===== config.mk =====
export PLATFORM = sky130hd
export DESIGN_NAME = threshold_load_ctrl_flat
export DESIGN_NICKNAME = d
export VERILOG_FILES = /design/src/rtl/tanimoto_pkg.sv /design/src/rtl/threshold_load_ctrl_if.sv /design/src/rtl/threshold_accum.sv /design/src/rtl/threshold_load_ctrl.sv /design/src/flat_wrapper.sv
export SDC_FILE = /design/constraint.sdc
export NUM_CORES = 1
export LEC_CHECK = 0
export ABC_CLOCK_PERIOD_IN_PS = 4200
export BUFFER_PORTS_ARGS = -buffer_cell sky130_fd_sc_hd__buf_2
export CORE_MARGIN = 2
export CORE_UTILIZATION = 40
export DETAILED_ROUTE_END_ITERATION = 12
export GPL_TIMING_DRIVEN = 0
export SYNTH_ARGS = -nofsm -noshare
export SYNTH_HDL_FRONTEND = slang
export SYNTH_SLANG_ARGS = --single-unit

===== constraint.sdc =====
create_clock -name clk -period 4.2 [get_ports clk]
set_input_delay 0.42 -clock clk [delete_from_list [all_inputs] [get_ports clk]]
set_output_delay 0.42 -clock clk [all_outputs]
set_load 0.03 [all_outputs]

===== src/rtl/tanimoto_pkg.sv =====
// Shared types and helpers for the Tanimoto comparator control path.
// Holds the controller state encoding, counter-width derivation and threshold ceiling.
package tanimoto_pkg;

    typedef enum logic [1:0] {
        IDLE  = 2'd0,
        DRAIN = 2'd1,
        FILL  = 2'd2
    } ctrl_state_t;

    function automatic int cnt_width_f(input int vector_width);
        return $clog2(vector_width);
    endfunction

    // Largest value representable on the CNT_WIDTH+1 bit threshold bus.
    function automatic int th_sat_f(input int cnt_width);
        return (1 << (cnt_width + 1)) - 1;
    endfunction

endpackage


===== src/rtl/threshold_load_ctrl_if.sv =====
// Upstream pair handshake plus comparator-side valid, retire and table write port.
// Optional i_Dout exists only when CTRL_STATS_EN is defined.
interface threshold_load_ctrl_if #(
    parameter int TH_WIDTH = 7
);
    logic                i_Valid;
    logic                o_Ready;
    logic                o_CmpValid;
    logic                i_CmpValid;
    logic                o_WrThreshold;
    logic [TH_WIDTH-1:0] o_Threshold;
`ifdef CTRL_STATS_EN
    logic                i_Dout;

    modport master (
        input  i_Valid, i_CmpValid, i_Dout,
        output o_Ready, o_CmpValid, o_WrThreshold, o_Threshold
    );
    modport slave (
        output i_Valid, i_CmpValid, i_Dout,
        input  o_Ready, o_CmpValid, o_WrThreshold, o_Threshold
    );
`else
    modport master (
        input  i_Valid, i_CmpValid,
        output o_Ready, o_CmpValid, o_WrThreshold, o_Threshold
    );
    modport slave (
        output i_Valid, i_CmpValid,
        input  o_Ready, o_CmpValid, o_WrThreshold, o_Threshold
    );
`endif
endinterface


===== src/rtl/threshold_accum.sv =====
// Running sum of the ratio; value = saturated ceil(acc + ratio), combinational from acc.
// acc advances one ratio step per 'step' cycle and clears to zero on 'clear' or rst.
module threshold_accum
    import tanimoto_pkg::*;
#(
    parameter int CNT_WIDTH  = 6,
    parameter int FRAC_WIDTH = 8
) (
    input  logic                  clk,
    input  logic                  rst,
    input  logic                  clear,
    input  logic                  step,
    input  logic [FRAC_WIDTH-1:0] ratio,
    output logic [CNT_WIDTH:0]    value
);
    localparam int ACC_W = CNT_WIDTH + 1 + FRAC_WIDTH;
    localparam logic [CNT_WIDTH+1:0] SAT = (CNT_WIDTH+2)'(th_sat_f(CNT_WIDTH));

    logic [ACC_W-1:0]     acc;
    logic [ACC_W-1:0]     acc_next;
    logic [CNT_WIDTH+1:0] ceil_v;

    // One extra headroom bit so the round-up carry is visible to the saturation compare.
    always_comb begin
        acc_next = acc + ACC_W'(ratio);
        ceil_v   = {1'b0, acc_next[ACC_W-1:FRAC_WIDTH]}
                 + (CNT_WIDTH+2)'(|acc_next[FRAC_WIDTH-1:0]);
        value    = (ceil_v > SAT) ? SAT[CNT_WIDTH:0] : ceil_v[CNT_WIDTH:0];
    end

    always_ff @(posedge clk) begin
        if (rst || clear) begin
            acc <= '0;
        end else if (step) begin
            acc <= acc_next;
        end
    end

endmodule


===== src/rtl/threshold_load_ctrl.sv =====
// Drains in-flight comparisons, then streams a VECTOR_WIDTH-entry threshold table; reload is 1+VECTOR_WIDTH+1 cycles minimum.
// o_Ready low while busy; optional pair/hit counters behind CTRL_STATS_EN.
module threshold_load_ctrl
    import tanimoto_pkg::*;
#(
    parameter int VECTOR_WIDTH = 35,
    parameter int FRAC_WIDTH   = 8,
    parameter int PIPE_DEPTH   = 4,
    parameter int CNT_WIDTH    = cnt_width_f(VECTOR_WIDTH)
) (
    input  logic                  clk,
    input  logic                  rst,
    input  logic [FRAC_WIDTH-1:0] i_Ratio,
    input  logic                  i_Load,
    output logic                  o_Busy,
    output logic                  o_Done,
`ifdef CTRL_STATS_EN
    output logic [31:0]           o_HitCount,
    output logic [31:0]           o_PairCount,
`endif
    threshold_load_ctrl_if.master bus
);
    localparam int OUT_W = $clog2(PIPE_DEPTH + 1);

    ctrl_state_t           state, next_state;
    logic                  tbl_valid;
    logic                  done_q;
    logic [FRAC_WIDTH-1:0] ratio_q;
    logic [OUT_W-1:0]      outstanding;
    logic [CNT_WIDTH-1:0]  fill_idx;
    logic                  fill_last;
    logic                  load_acc;
    logic                  acc_clear, acc_step;
    logic                  ready, busy, wr;
    logic                  cmp_vld;
    logic [CNT_WIDTH:0]    th_value;

    assign fill_last = (fill_idx == CNT_WIDTH'(VECTOR_WIDTH - 1));
    assign load_acc  = (state == IDLE) && i_Load;
    assign cmp_vld   = bus.i_Valid && ready;

    always_comb begin
        next_state = state;
        ready      = 1'b0;
        busy       = 1'b0;
        wr         = 1'b0;
        acc_clear  = 1'b0;
        acc_step   = 1'b0;
        case (state)
            IDLE: begin
                ready = tbl_valid;
                if (i_Load) next_state = DRAIN;
            end
            DRAIN: begin
                busy      = 1'b1;
                acc_clear = 1'b1;
                if (outstanding == '0) next_state = FILL;
            end
            FILL: begin
                busy     = 1'b1;
                wr       = 1'b1;
                acc_step = 1'b1;
                if (fill_last) next_state = IDLE;
            end
            default: next_state = IDLE;
        endcase
    end

    always_ff @(posedge clk) begin
        if (rst) begin
            state       <= IDLE;
            tbl_valid   <= 1'b0;
            done_q      <= 1'b0;
            ratio_q     <= '0;
            outstanding <= '0;
            fill_idx    <= '0;
        end else begin
            state    <= next_state;
            done_q   <= (state == FILL) && fill_last;
            fill_idx <= (state == FILL) ? fill_idx + CNT_WIDTH'(1) : '0;
            if (load_acc) ratio_q <= i_Ratio;
            if ((state == FILL) && fill_last) tbl_valid <= 1'b1;
            // Issue and retire in the same cycle cancel out.
            case ({cmp_vld, bus.i_CmpValid})
                2'b10:   outstanding <= outstanding + OUT_W'(1);
                2'b01:   outstanding <= outstanding - OUT_W'(1);
                default: outstanding <= outstanding;
            endcase
        end
    end

    threshold_accum #(
        .CNT_WIDTH  (CNT_WIDTH),
        .FRAC_WIDTH (FRAC_WIDTH)
    ) u_accum (
        .clk   (clk),
        .rst   (rst),
        .clear (acc_clear),
        .step  (acc_step),
        .ratio (ratio_q),
        .value (th_value)
    );

    assign bus.o_Ready       = ready;
    assign bus.o_CmpValid    = cmp_vld;
    assign bus.o_WrThreshold = wr;
    assign bus.o_Threshold   = wr ? th_value : '0;
    assign o_Busy            = busy;
    assign o_Done            = done_q;

`ifdef CTRL_STATS_EN
    logic [31:0] pair_cnt, hit_cnt;

    always_ff @(posedge clk) begin
        if (rst || load_acc) begin
            pair_cnt <= '0;
            hit_cnt  <= '0;
        end else begin
            if (cmp_vld) pair_cnt <= pair_cnt + 32'd1;
            if (bus.i_CmpValid && bus.i_Dout) hit_cnt <= hit_cnt + 32'd1;
        end
    end

    assign o_PairCount = pair_cnt;
    assign o_HitCount  = hit_cnt;
`endif

endmodule


===== src/flat_wrapper.sv =====
// flat-port wrapper written by rule: the top's interface ports become plain ports
module threshold_load_ctrl_flat import tanimoto_pkg::*;
#(
    parameter int VECTOR_WIDTH = 35,
    parameter int FRAC_WIDTH   = 8,
    parameter int PIPE_DEPTH   = 4,
    parameter int CNT_WIDTH    = cnt_width_f(VECTOR_WIDTH)
)
  (clk, rst, i_Ratio, i_Load, o_Busy, o_Done, bus_i_Valid, bus_i_CmpValid, bus_o_Ready, bus_o_CmpValid, bus_o_WrThreshold, bus_o_Threshold);
  threshold_load_ctrl_if #(.TH_WIDTH(7)) bus_i ();
  input  logic clk;
  input  logic rst;
  input  logic [FRAC_WIDTH-1:0] i_Ratio;
  input  logic i_Load;
  output logic o_Busy;
  output logic o_Done;
  input wire logic [$bits(bus_i.i_Valid)-1:0] bus_i_Valid;
  input wire logic [$bits(bus_i.i_CmpValid)-1:0] bus_i_CmpValid;
  output wire logic [$bits(bus_i.o_Ready)-1:0] bus_o_Ready;
  output wire logic [$bits(bus_i.o_CmpValid)-1:0] bus_o_CmpValid;
  output wire logic [$bits(bus_i.o_WrThreshold)-1:0] bus_o_WrThreshold;
  output wire logic [$bits(bus_i.o_Threshold)-1:0] bus_o_Threshold;
  assign bus_i.i_Valid = bus_i_Valid;
  assign bus_i.i_CmpValid = bus_i_CmpValid;
  assign bus_o_Ready = bus_i.o_Ready;
  assign bus_o_CmpValid = bus_i.o_CmpValid;
  assign bus_o_WrThreshold = bus_i.o_WrThreshold;
  assign bus_o_Threshold = bus_i.o_Threshold;
  threshold_load_ctrl #(.VECTOR_WIDTH(VECTOR_WIDTH), .FRAC_WIDTH(FRAC_WIDTH), .PIPE_DEPTH(PIPE_DEPTH), .CNT_WIDTH(CNT_WIDTH)) u_core (.clk(clk), .rst(rst), .i_Ratio(i_Ratio), .i_Load(i_Load), .o_Busy(o_Busy), .o_Done(o_Done), .bus(bus_i));
endmodule

; Yosys cells after proc, flatten, opt, wreduce, memory -nomap -nowiden
; Index checks and enable logic that the tools add are counted.
[totals]
inputBits = 13
output_inout_bits = 12
wordCells = 44
reg_bits = 36
[classes]
magnitude_cmp = 1
n_eq_ne = 8
reduce_logical = 11
bitwise_logic = 1
mux = 11
n_addsub = 5
[op_table]
columns = op, count
row1 = $add 15x8->15, 1
row2 = $mux 7, 2
row3 = $add 7x1->8, 1
row4 = $gt 8x7->1 const B, 1
row5 = $reduce_or 8->1, 1
row6 = $add 6x1->6 const B, 1
row7 = $eq 6x6->1 const B, 1
row8 = $mux 2, 3
row9 = $pmux 2 s3, 1
row10 = $pmux 3 s2, 1
row11 = $eq 2x1->1 const B, 2
row12 = $eq 2x2->1 const B, 2
row13 = $mux 1, 4
row14 = $ne 2x1->1 const B, 2
row15 = $reduce_or 2->1, 2
row16 = $add 3x1->3 const B, 1
row17 = $logic_and 1x1->1, 3
row18 = $logic_not 3->1, 1
row19 = $reduce_and 3->1, 1
row20 = $sub 3x1->3 const B, 1
row21 = $logic_not 2->1, 1
row22 = $ne 2x2->1 const B, 1
row23 = $reduce_bool 2->1, 1
row24 = $logic_or 1x1->1, 1
row25 = $not 1->1, 1

; Longest topological paths before layout
; Gate-level depths: netlist of run 1.
[logic_depth]
word_depth = 6
depth_mapped = 15
depth_no_buf = 15

; Cells and area by module
; A second synthesis of run 1 with hierarchy kept.
[unflattened]
cells_unflattened = 289
hier_area_um2 = 2368.5
[modules_own_cells]
columns = module, instances, area_per_inst_um2, seq_area_each_um2, cells_per_inst
row1 = threshold_accum, 1, 1393.8, 300.3, 176
row2 = threshold_load_ctrl, 1, 974.7, 420.4, 113

; Worst setup path before layout of run 1
; Ideal clock, no wire load.
[synth_path]
path_type = flip-flop to output port
from = register u_core.u_accum.acc[0]
to = output port bus_o_Threshold[3]
t_required_ps = 3780
slack_ps = 497
stages_incl_launch_ff = 15
n_path_buf = 0
t_arrival_ps = 3283
path_cell_list = dfxtp_1 ha_1 inv_1 fa_1 nand2b_1 nand2b_1 a21oi_1 xnor2_1 nor2_1 nand4b_1 or4_1 ha_1 o31ai_1 nor3b_2 a221oi_1
[synth_via]
elab_chain_len = 6
[synth_lines]
columns = item, line
row1 = from (decl), threshold_accum.sv:19  ; logic [ACC_W-1:0] acc;
row2 = from (signal assigned), threshold_accum.sv:35  ; acc <= acc_next;
row3 = $add 15x8->15 *, threshold_accum.sv:25  ; acc_next = acc + ACC_W'(ratio);
row4 = $reduce_or 8->1, threshold_accum.sv:27  ; + (CNT_WIDTH+2)'(|acc_next[FRAC_WIDTH-1:0]);
row5 = $add 7x1->8 *, threshold_accum.sv:27
row6 = $gt 8x7->1, threshold_accum.sv:28  ; value = (ceil_v > SAT) ? SAT[CNT_WIDTH:0] : ceil_v[CNT_WIDTH:0];
row7 = $mux 7 *, threshold_accum.sv:28
row8 = $mux 7 *, threshold_load_ctrl.sv:107  ; assign bus.o_Threshold = wr ? th_value : '0;
row9 = to (decl), flat_wrapper.sv:22  ; output wire logic [$bits(bus_i.o_Threshold)-1:0] bus_o_Threshold;
; Mark *: on every way between the ends. The rest lies on a longest branch, timed or not.

; Worst setup path after layout of run 1
[layout_path]
from = register u_core.u_accum.acc[1]
to = output port bus_o_Threshold[6]
; Same word-level chain as after synthesis.

==> results of run 1 <==
==> flip-flops by register name (all words and copies together) (netlist names) <==
name and flops:
u_core.state 2, u_core.o_Done 1, u_core.ratio_q 8, u_core.u_accum.acc 15, u_core.tbl_valid 1, u_core.outstanding 3, u_core.fill_idx 6
==> metrics by stage <==
stage	setup WS, ns	hold slack (ns)
final	0.2421	0.3825
after global routing	0.05898	0.3812
after CTS	0.009902	0.3749
after detailed placement	0.3210	0.4499
after global placement	0.3098	0.4425
after floorplan	0.4975	0.4297
==> where the power goes <==
group,internal [mW],leakage (nW),switching [mW]
Combinational,0.148,0.742,0.234
Sequential,0.377,0.293,0.0287
Clock,0.134,0.0455,0.118
Total,0.659,1.08,0.380
==> cell families after synthesis <==
family	after synthesis	share of synthesized area, %
and+or+nand+nor	107	23.67
buffers and inverters	28	5.418
muxes	8	3.367
adders and majority gates	19	10.63
AOI/OAI and AO/OA	59	18.20
DFF	36	30.30
xor gates and xnor gates	22	8.417
==> cells in the mapped netlist, drive strengths merged (5+ instances only) <==
cell type	n	share of area, %
clkbuf	9	1.8
xor2	11	4.1
nand2	22	3.6
dfxtp	36	30
nand3	14	3.2
mux2i	8	3.4
o21ai	9	2.2
a21oi	23	5.5
nor2	38	6.4
o21a	7	2.2
xnor2	11	4.4
a211oi	5	2.1
ha	17	8.9
inv	15	2.4
==> cell usage in the layout, fill, tap and decap left out, drive strengths merged, types with 9 or more instances in the layout <==
| cell | count |
|---|---|
| a21oi | 23 |
| nand3 | 14 |
| dfxtp | 36 |
| nor2 | 38 |
| inv | 15 |
| ha | 17 |
| xnor2 | 11 |
| buf | 26 |
| clkbuf | 17 |
| o21ai | 9 |
| nand2 | 22 |
| xor2 | 11 |
==> worst paths after layout <==
check	endpoint	start	slack, ns	depth (start not counted)
max	bus_o_Threshold[6]	u_core.u_accum.acc[1]$_SDFFE_PP0P_	0.24	14
min	u_core.ratio_q[6]$_SDFFE_PP0P_	i_Ratio[6]	0.38	3
max reg2reg	u_core.outstanding[2]$_SDFFE_PP0P_	u_core.state[0]$_SDFFE_PP0P_	1.68	11
min reg2reg	u_core.fill_idx[0]$_SDFF_PP0_	u_core.fill_idx[0]$_SDFF_PP0_	0.46	1
==> repair_timing <==
action | 4_1_cts | 5_1_grt
resized for setup | 1 | 7
pin swaps | 0 | 2
setup buffers | 0 | 0
setup endpoints to repair | 1 | 7
==> worst max-delay path, stage by stage (launching register included) <==
cell and delay [ns]:
dfxtp_1 0.33, ha_1 0.29, a21oi_1 0.29, or2_4 0.21, nand2_2 0.06, a21o_1 0.18
a21oi_2 0.14, xnor2_1 0.10, or4_4 0.58, ha_4 0.19, ha_1 0.21, nand3b_1 0.14
and3b_1 0.20, mux2i_1 0.15, buf_4 0.18
==> final cells by class <==
cell class | count | area, um2 | share of cell area [%]
Buffer | 13 | 72.57 | 2.683
Clock buffer | 8 | 90.09 | 3.330
Inverter | 15 | 56.30 | 2.081
Multi-Input combinational cell | 215 | 1558 | 57.59
Sequential cell | 36 | 721.9 | 26.69
Tap cell | 75 | 93.84 | 3.469
Timing Repair Buffer | 22 | 112.6 | 4.163
==> metal layers <==
metal	global-route usage, %	vias up
met5	0	-
met4	6.102	0
met3	3.000	7
met2	27.19	37
met1	20.87	894
li1	-	1020
==> flow_metrics.py, run 1 <==
metrics = {
    "status": {
        "outcome": "finished, final reports clean",
    },
    "floorplanning": {
        "die_area_mm2": 0.006579,
        "rows": 28,
        "die-width_um": 81.11,
        "die_h_um": 81.11,
        "core-area_mm2": 0.005816,
        "ios": 25,
        "start_util_pct": 40.90,
    },
    "sta": {
        "hold_viol": 0,
        "finalSetupViolCount": 0,
        "rsz0062_at_grt": "no",
        "period_needed_ns": 3.958,
        "relSlewSlack_pct": 59.20,
        "final.period_utilization_pct": 94.24,
        "max_freq_mhz": 252.7,
        "fin_skew_ns": 0.004453,
        "tightest_slew_ns": 0.6120,
        "fin_tns_setup_ns": 0,
        "slew_viol_final": 0,
    },
    "clocking": {
        "clk_latency_ns": 0.29,
        "numCtsBuffers": 5,
        "clk_pin_slew_worst_paths_ns": 0.07,
        "h-tree-depth": 2,
        "tritoncts": "done",
        "hold_buffers": 0,
        "clkSinkCount": 36,
        "root_buffer": "clkbuf_8",
        "clock_path_buffers": 2,
    },
    "layout": {
        "n_antenna_cell": 0,
        "final_util_pct": 46.51,
        "num-nets-final": 340,
        "nFillCells": 626,
        "area_growth_pct": 13.73,
        "drive_gt1_share_pct": 20.06,
        "fin_cells": 384,
        "fin_area_mm2": 0.002705,
    },
    "power_and_ir_drop": {
        "p_leak_nw": 1.080,
        "ir_worst_vdd_v": 0.0003403,
        "power_density_mw_per_mm2": 384.2,
        "p_total_mw": 1.039,
    },
    "place": {
        "dp.cells": 376,
        "placed_area_mm2": 0.002582,
        "gp_congestion": 0.7985,
        "dp_hpwl_um": 3833,
        "port_buffers": 22,
    },
    "synthesis": {
        "netlist_instances": 279,
        "yosysUniqueCellTypes": 58,
        "ys.flop_type": "dfxtp_1",
        "synth_fp_nets": 311,
        "syn_area_mm2": 0.002379,
        "ys_seq_area_share_pct": 30.30,
        "synth_edf_count": 0,
        "postSynthAreaPerCell_um2": 8.525,
        "yosys_register_bits": 36,
        "yosysWarnings": 0,
        "async_flop_share_pct": 0,
    },
    "drt": {
        "dr.max_layer_used": "met4",
        "ant_nets": 0,
        "wl_um": 4825,
        "wl_met2_um": 2283,
        "drt-vias-per-instance": 5.099,
        "first_iter_violations": 70,
        "wl_met1_um": 2265,
        "drc": 0,
        "first_pass_iters": 4,
        "wire_per_inst_um": 12.57,
        "vias": 1958,
        "dr_wl_met3_um": 199,
    },
    "global_routing": {
        "grt_antenna_before_repair": 0,
        "grt_pass1_vias": 1870,
        "grt_max_degree": 11,
        "grt_pass1_wl_um": 8390,
        "groute.usage.overall_pct": 16.29,
        "grt.overflow.total": 0,
    },
    "run": {
        "cap_viol_max_count": 0,
    },
    "setup_path": {
        "crit_path_start_kind": "flop",
        "arrival_ns": 3.54,
        "critPathRequiredTime_ns": 3.78,
        "crit_path_end_kind": "output port",
        "path_class": "reg2out",
        "cp_max_fo": 4,
    },
    "min_path": {
        "hp-class": "in2reg",
    },
}
Power figures use the tool's default switching activity.
==> run 2: changes to the inputs <==
- CORE_UTILIZATION: 40 -> 45
==> flow_metrics.py, run 2 (synthesis results as in run 1) <==
metrics = {
    "place": {
        "dp.cells": 371,
        "port_buffers": 22,
        "gp_congestion": 0.8352,
        "dp_hpwl_um": 3934,
        "dp_slack_ns": 0.3115,
    },
    "clocking": {
        "clkSinkCount": 36,
        "clock_path_buffers": 2,
        "clk_latency_ns": 0.30,
        "clk_pin_slew_worst_paths_ns": 0.08,
        "h-tree-depth": 2,
        "tritoncts": "done",
        "numCtsBuffers": 5,
        "root_buffer": "clkbuf_8",
    },
    "drt": {
        "wl_um": 5080,
        "wire_per_inst_um": 13.37,
        "first_iter_violations": 70,
        "vias": 1982,
        "ant_nets": 0,
        "drt-vias-per-instance": 5.216,
        "first_pass_iters": 4,
        "drc": 0,
    },
    "layout": {
        "area_growth_pct": 13.89,
        "num-nets-final": 341,
        "final_util_pct": 53.04,
        "drive_gt1_share_pct": 20.32,
        "top_regs": "u_core.u_accum.acc: 15 flops, u_core.ratio_q: 8 flops, u_core.fill_idx: 6 flops",
        "layout_common_cells": "nor2_1, dfxtp_1, buf_2",
        "largest_reg_flops": 15,
        "n_antenna_cell": 0,
        "seq_area_um2": 720.7,
        "nFillCells": 530,
        "top_register": "u_core.u_accum.acc",
        "multi_input_area_mm2": 0.001555,
        "fin_cells": 380,
    },
    "floorplanning": {
        "die_area_mm2": 0.005883,
        "die_h_um": 76.70,
        "die-width_um": 76.70,
        "ios": 25,
        "start_util_pct": 46.57,
        "rows": 26,
        "core-area_mm2": 0.005107,
    },
    "power_and_ir_drop": {
        "ir_worst_vdd_v": 0.0003147,
        "p_leak_nw": 1.093,
        "power_density_mw_per_mm2": 392.0,
        "p_total_mw": 1.062,
    },
    "sta": {
        "fin_tns_setup_ns": 0,
        "rsz0062_at_grt": "no",
        "final.period_utilization_pct": 94.44,
        "worst_slack_ns": 0.2333,
        "period_needed_ns": 3.967,
        "hold_viol": 0,
        "relSlewSlack_pct": 58.72,
        "finalSetupViolCount": 0,
        "max_freq_mhz": 252.1,
        "tightest_slew_ns": 0.6191,
        "slew_viol_final": 0,
        "fin_skew_ns": 0.009244,
    },
    "global_routing": {
        "grt_pass1_wl_um": 9073,
        "grt_max_degree": 13,
        "groute.usage.overall_pct": 18.78,
        "grt_use_met1_pct": 24.74,
        "use_met3_pct": 2.588,
        "grt.overflow.total": 0,
        "grt.met2_usage_pct": 31.58,
        "grt_antenna_before_repair": 0,
        "grt-busiest-layer": "met2",
        "grt_pass1_vias": 1949,
    },
    "setup_path": {
        "critPathRequiredTime_ns": 3.78,
        "cp_max_fo": 4,
        "crit_path_end_kind": "output port",
        "path_class": "reg2out",
        "crit_path_start_kind": "flop",
        "crit_chain": "ha_1, a21oi_1, or2_4, nand2_2, a21o_1, a21oi_2, xnor2_1, or4_4, ha_4, ha_1, nand3b_1, and3b_1, mux2i_1, buf_4",
        "slowest_stage": "or4_4",
        "cpMostUsedCell": "ha_1",
        "critPathMaxStageDelay_ns": 0.58,
        "arrival_ns": 3.55,
    },
    "run": {
        "cap_viol_max_count": 0,
    },
    "status": {
        "outcome": "finished, final reports clean",
    },
    "min_path": {
        "hp-class": "in2reg",
    },
}
==> run 2: changes by cell type in the layout (fill, tap and decap cells not counted), sizes merged <==
cell,delta
buf,+1
clkbuf,-2
clkinv,+1
inv,+1
==> run 2: where the power goes <==
part	switching (mW)	internal, mW	total, mW
Sequential	0.0295	0.377	0.407
Combinational	0.235	0.149	0.384
Clock	0.137	0.134	0.271
==> run 2: layer usage <==
layer	share of wire [%]	up-vias	wire [um]
met3	2.7	8	137
met5	0	-	0
met1	48	909	2450
li1	-	1032	-
met2	47	33	2412
met4	1.6	0	79
==> run 2: stage by stage <==
| step | hold slack, ns | area, um2 |
|---|---|---|
| after floorplan | 0.4297 | 2379 |
| after global placement | 0.4460 | 2576 |
| after detailed placement | 0.4591 | 2576 |
| after CTS | 0.3675 | 2675 |
| after global routing | 0.3750 | 2709 |
| final | 0.3710 | 2709 |
==> run 2: path summary, 6_finish.rpt <==
check	start	to	slack [ns]	depth (start not counted)
worst max-delay path	u_core.u_accum.acc[1]$_SDFFE_PP0P_	bus_o_Threshold[6]	0.23	14
worst min-delay path	i_Ratio[0]	u_core.ratio_q[0]$_SDFFE_PP0P_	0.37	3
worst max register to register	u_core.state[0]$_SDFFE_PP0P_	u_core.outstanding[2]$_SDFFE_PP0P_	1.74	11
worst min register to register	u_core.ratio_q[3]$_SDFFE_PP0P_	u_core.ratio_q[3]$_SDFFE_PP0P_	0.47	2
==> run 2: what timing repair did <==
item,in CTS,in global routing
hold buffers,0,0
gates resized for setup,1,5
pin swaps,0,1
buffers inserted,0,1
endpoints found under the setup margin,1,7
==> run 2: area by class of cell <==
cell class              count  share of cell area (%)
well taps                  70                   3.233
repair buffers             23                   4.434
flip-flops and latches     36                   26.61
plain buffers              13                   2.679
clock inverters             2                  0.5081
multi-input cells         215                   57.41
inverters                  15                   2.079
clock buffers               6                   3.048
==> run 2: critical path: cells and delay by family (launching register included) <==
kind	cells	cell delay [ns]
DFF	1	0.34
muxes	1	0.16
adders and majority gates	3	0.68
buffers and inverters	1	0.18
and+or+nand+nor	5	1.15
xor gates and xnor gates	1	0.12
AOI/OAI and AO/OA	3	0.61
